==> config.mk <==
export PLATFORM = sky130hd
export DESIGN_NAME = jalu_seq
export DESIGN_NICKNAME = d
export VERILOG_FILES = /design/src/rtl/jalu_pkg.sv /design/src/rtl/jflags.sv /design/src/rtl/jalu_seq.sv
export SDC_FILE = /design/constraint.sdc
export NUM_CORES = 1
export LEC_CHECK = 0
export BUFFER_PORTS_ARGS = -buffer_cell sky130_fd_sc_hd__buf_2
export CAP_MARGIN = 20
export CELL_PAD_IN_SITES_DETAIL_PLACEMENT = 1
export CELL_PAD_IN_SITES_GLOBAL_PLACEMENT = 1
export CORE_MARGIN = 2
export CORE_UTILIZATION = 37
export DETAILED_ROUTE_END_ITERATION = 8
export PLACE_DENSITY = 0.82
export SLEW_MARGIN = 5
export SYNTH_ARGS = -nofsm -noshare
export SYNTH_HDL_FRONTEND = slang
export SYNTH_HIERARCHICAL = 1
export SYNTH_SLANG_ARGS = --single-unit
==> constraint.sdc <==
create_clock -name wclk -period 3.9 [get_ports wclk]
set_clock_uncertainty 0.1 [all_clocks]
set_input_delay 0.39 -clock wclk [delete_from_list [all_inputs] [get_ports wclk]]
set_output_delay 0.39 -clock wclk [all_outputs]
set_load 0.02 [all_outputs]
==> src/rtl/jalu_pkg.sv <==
// Shared definitions for the ALU sequencer: op codes, flag bit positions,
// sequencer states and the latched request record.
package jalu_pkg;

   localparam int W = 8;

   localparam logic [2:0] OP_ADD = 3'b000;
   localparam logic [2:0] OP_SHR = 3'b001;
   localparam logic [2:0] OP_SHL = 3'b010;
   localparam logic [2:0] OP_NOT = 3'b011;
   localparam logic [2:0] OP_AND = 3'b100;
   localparam logic [2:0] OP_OR  = 3'b101;
   localparam logic [2:0] OP_XOR = 3'b110;
   localparam logic [2:0] OP_CMP = 3'b111;

   // Op 111 enables no ALU result path, so it doubles as the idle op.
   localparam logic [2:0] OP_IDLE = OP_CMP;

   localparam int F_C   = 3;
   localparam int F_ALO = 2;
   localparam int F_EQ  = 1;
   localparam int F_Z   = 0;

   typedef enum logic [1:0] {
      IDLE = 2'd0,
      TMP  = 2'd1,
      EXEC = 2'd2,
      DONE = 2'd3
   } state_e;

   // Everything captured from the requester at acceptance, except B.
   typedef struct packed {
      logic [2:0]   op;
      logic [W-1:0] a;
      logic         ci;
   } req_t;

endpackage

==> src/rtl/jflags.sv <==
// Flags register {C, ALO, EQ, Z}: full load from the ALU, or clear C alone.
module jflags
   import jalu_pkg::*;
(
   input  logic       clk,
   input  logic       rst,
   input  logic       load,
   input  logic       clr_c,
   input  logic [3:0] d,
   output logic [3:0] q
);

   logic [3:0] flags_d;
   logic [3:0] flags_q;

   // Next flags: a load from the ALU takes priority over a C clear.
   always_comb begin
      // NOTE: assign a default first so no path through always_comb leaves a latch.
      flags_d = flags_q;
      if (load) begin
         flags_d = d;
      end else if (clr_c) begin
         flags_d[F_C] = 1'b0;
      end
   end

   // Flags storage with synchronous reset.
   always_ff @(posedge clk) begin
      // NOTE: sequential state uses non-blocking assignment so every flop samples pre-edge values.
      if (rst) begin
         flags_q <= '0;
      end else begin
         flags_q <= flags_d;
      end
   end

   assign q = flags_q;

endmodule

==> src/rtl/jalu_seq.sv <==
// Multi-cycle initiator for the external 8-bit combinational ALU.
// Each request runs IDLE -> TMP -> EXEC -> DONE: B is moved into TMP, the
// ALU is driven for one cycle, and its result/flags land in ACC and flags.
module jalu_seq
   import jalu_pkg::*;
(
   input  logic         wclk,
   input  logic         wrst,
   input  logic         wreq,
   output logic         wrdy,
   input  logic [2:0]   bop,
   input  logic [W-1:0] bra,
   input  logic [W-1:0] brb,
   input  logic         wuse_c,
   input  logic         wclrc,
   output logic         wdone,
   output logic [W-1:0] bres,
   output logic [3:0]   bflags,
   output logic [W-1:0] bas,
   output logic [W-1:0] bbs,
   output logic [2:0]   bops,
   output logic         wci,
   input  logic [W-1:0] bcs,
   input  logic         wco,
   input  logic         weqo,
   input  logic         walo,
   input  logic         wz
);

   state_e       state_q, state_d;
   req_t         req_q,   req_d;
   logic [W-1:0] b_q,     b_d;
   logic [W-1:0] tmp_q,   tmp_d;
   logic [W-1:0] acc_q,   acc_d;
   logic         done_q,  done_d;
   logic         flag_load;
   logic [3:0]   flags;

   // Sequencer next-state, request latch, TMP and ACC updates.
   always_comb begin
      state_d   = state_q;
      req_d     = req_q;
      b_d       = b_q;
      tmp_d     = tmp_q;
      acc_d     = acc_q;
      done_d    = 1'b0;
      flag_load = 1'b0;
      case (state_q)
         IDLE: begin
            if (wreq) begin
               // A clear arriving with the request must not leak the old C in.
               req_d.op = bop;
               req_d.a  = bra;
               req_d.ci = wuse_c & flags[F_C] & ~wclrc;
               b_d      = brb;
               state_d  = TMP;
            end
         end
         TMP: begin
            tmp_d   = b_q;
            state_d = EXEC;
         end
         EXEC: begin
            flag_load = 1'b1;
            if (req_q.op != OP_CMP) begin
               acc_d = bcs;
            end
            done_d  = 1'b1;
            state_d = DONE;
         end
         DONE: begin
            state_d = IDLE;
         end
         default: begin
            state_d = IDLE;
         end
      endcase
   end

   // Sequencer registers; reset aborts any operation in flight.
   always_ff @(posedge wclk) begin
      if (wrst) begin
         state_q <= IDLE;
         req_q   <= '0;
         b_q     <= '0;
         tmp_q   <= '0;
         acc_q   <= '0;
         done_q  <= 1'b0;
      end else begin
         state_q <= state_d;
         req_q   <= req_d;
         b_q     <= b_d;
         tmp_q   <= tmp_d;
         acc_q   <= acc_d;
         done_q  <= done_d;
      end
   end

   // ALU port decode: operands only during EXEC, quiet idle op otherwise.
   always_comb begin
      bas  = '0;
      bbs  = '0;
      bops = OP_IDLE;
      wci  = 1'b0;
      if (state_q == EXEC) begin
         bas  = req_q.a;
         bbs  = tmp_q;
         bops = req_q.op;
         wci  = req_q.ci;
      end
   end

   // The EXEC load always wins over a same-cycle C clear inside jflags.
   jflags u_flags (
      .clk   (wclk),
      .rst   (wrst),
      .load  (flag_load),
      .clr_c (wclrc),
      .d     ({wco, walo, weqo, wz}),
      .q     (flags)
   );

   assign wrdy   = (state_q == IDLE);
   assign wdone  = done_q;
   assign bres   = acc_q;
   assign bflags = flags;

endmodule

==> flow_metrics.tcl <==
set metrics [dict create \
    p_leak_nw 1.02 \
    dieHeight_microns 73.7 \
    wl_microns 4230 \
    core_area_sq_um 4690 \
    critPathRequiredTime_ns 3.41 \
    grt_pass1_wl_microns 7180 \
    synth_nets 244 \
    finalSetupViolations 0 \
    drc 0 \
    vias_per_cell 4.74 \
    status "complete, no violations" \
    htreeDepth 2 \
    synth_seq_area_share_pct 47.9 \
    stdcell_count 320 \
    grt_pass1_vias 1566 \
    ctsHoldBuffers 0 \
    grt_max_degree 52 \
    cp-start-kind "flop" \
    netlist_area_sq_um 1800 \
    slew_violations 0 \
    std_cell_rows 25 \
    cts_resized 0 \
    worst_ir_drop_vdd_mv 0.235 \
    antenna_left 0 \
    synth_area_leaders "dfxtp_1, mux2i_1, nand2_1" \
    yosysMostFrequentCell "dfxtp_1" \
    finalHoldViolations 0 \
    yosys-top-cells-count "dfxtp_1, nand2_1, a21oi_1" \
    drt_iter0_drc 60 \
    path_max_fanout 20 \
    boundaryPins 70 \
    period_needed_ns 2.20 \
    fin_util_pct 47.9 \
    ys_async_sr_fraction_pct 0 \
    drtPass1Iterations 4 \
    drt-wirelength-per-cell_microns 13.2 \
    dp_hpwl_microns 2940 \
    critical_path_class "reg2out" \
    finalWeightedCongestion 0.747 \
    end_kind "output pin" \
    drive_above_1_share_pct 28.9 \
    nets 307 \
    cts_setup_buffers 0 \
    ys_ff_latch 43 \
    avgSynthCellArea_sq_um 8.84 \
    grt-ovfl-total 0 \
    cellPowerDensity_nw_per_um2 592 \
    hold_path_class "in2reg" \
    cts.sinks 43 \
    antenna_cells 0 \
    fin_hold_ws_ns 0.228 \
    start_util_pct 38.3 \
    synth_cell_types 18 \
    synth-edff-count 0 \
    worstMarginPinSlew_ns 0.818 \
    grtUsageTotal_pct 17.4 \
    yosys_warnings 6 \
    synth_cells 203 \
    path_clk_slew_ns 0.08 \
    dp.cells 313 \
    areaGrowthSynthToFinish_pct 25.3 \
    cts_tree "built" \
    synth_top_cell_area_share_pct 47.9 \
    antenna_found_initial 0 \
    fmax_ghz 0.454 \
    dr_total_vias 1516 \
    cts_max_path_buffers 2 \
    relSlewSlack_pct 45.5 \
    synth_top_area_cell "dfxtp_1" \
    insertion_delay_ns 0.29 \
    cts_root_buf "clkbuf_8" \
    die_area_sq_um 5430 \
    fin_setup_tns_ns 0 \
    io_buffers 69 \
    fin_crit_sh_pct 56.5 \
    grt_setup_unrepaired "no" \
    crit_arrival_ns 1.71 \
    maxCapViolations 0 \
    die_w_microns 73.7 \
    synthFlopType "dfxtp_1" \
    numCtsBuffers 5 \
]
-- kinds of logic after synthesis --
family	share of synthesized area [%]
buffers and inverters	4.04
and+or+nand+nor	25.9
AOI/OAI and AO/OA	7.46
adders and majority gates	3.48
muxes	11.1
DFF	47.9
-- cell type report --
type | instances | area (sq um)
sequential | 43 | 861
clock buffer | 6 | 72.6
fill | 587 | 2440
clock inverter | 1 | 30.0
tap | 54 | 67.6
multi-input combinational | 144 | 862
inverter | 3 | 11.3
timing repair buffer | 69 | 345
-- path summary, 6_finish.rpt --
path | from | depth (start not counted) | endpoint | slack, ns
max | state_q[0] | 4 | wci | 1.70
max reg2reg | state_q[0] | 5 | req_q[0] | 2.03
min | bra[4] | 3 | req_q[5] | 0.23
min reg2reg | req_q[2] | 2 | req_q[2] | 0.35
-- cell usage in the layout, fill, tap and decap left out, drive strengths merged --
| cell type | n |
|---|---|
| buf | 69 |
| dfxtp | 43 |
| nand2 | 41 |
| a21oi | 21 |
| nand2b | 20 |
| mux2i | 20 |
| and2 | 18 |
| nor2 | 15 |
| clkbuf | 6 |
| ha | 5 |
| inv | 3 |
| a31oi | 1 |
| a211oi | 1 |
| nand4b | 1 |
| bufinv | 1 |
| or3b | 1 |
-- worst max-delay path, stage by stage (launching register included) --
cell,delay [ns]
dfxtp_1,0.33
inv_1,0.13
ha_1,0.58
and2_1,0.23
buf_2,0.16
-- flip-flops by register name, indices dropped and copies added (netlist names) --
name,count
state_q,2
wdone,1
bres,8
u_flags/q,4
req_q,12
tmp_q,8
b_q,8
-- per-layer routing --
metal | up-vias | track usage [%] | routed length (microns)
li1 | 768 | - | -
met1 | 696 | 21.5 | 1910
met2 | 45 | 28.7 | 2000
met3 | 7 | 3.84 | 231
met4 | 0 | 7.88 | 85
met5 | - | 0 | 0
-- stage by stage --
step	total power (W)	cell area, sq um	worst slack, ns
after CTS	0.00135	2250	1.65
after floorplan	0.000891	1800	2.36
final	0.00133	2250	1.70
after global routing	0.00142	2250	1.54
after global placement	0.000999	2150	2.03
after detailed placement	0.00102	2150	1.97
-- report_power, final --
part	total [W]	switching, W	internal [W]
combinational	0.000443	0.000279	0.000164
clock	0.000335	0.000147	0.000188
sequential	0.000554	0.0000414	0.000513
Power figures use the tool's default switching activity.
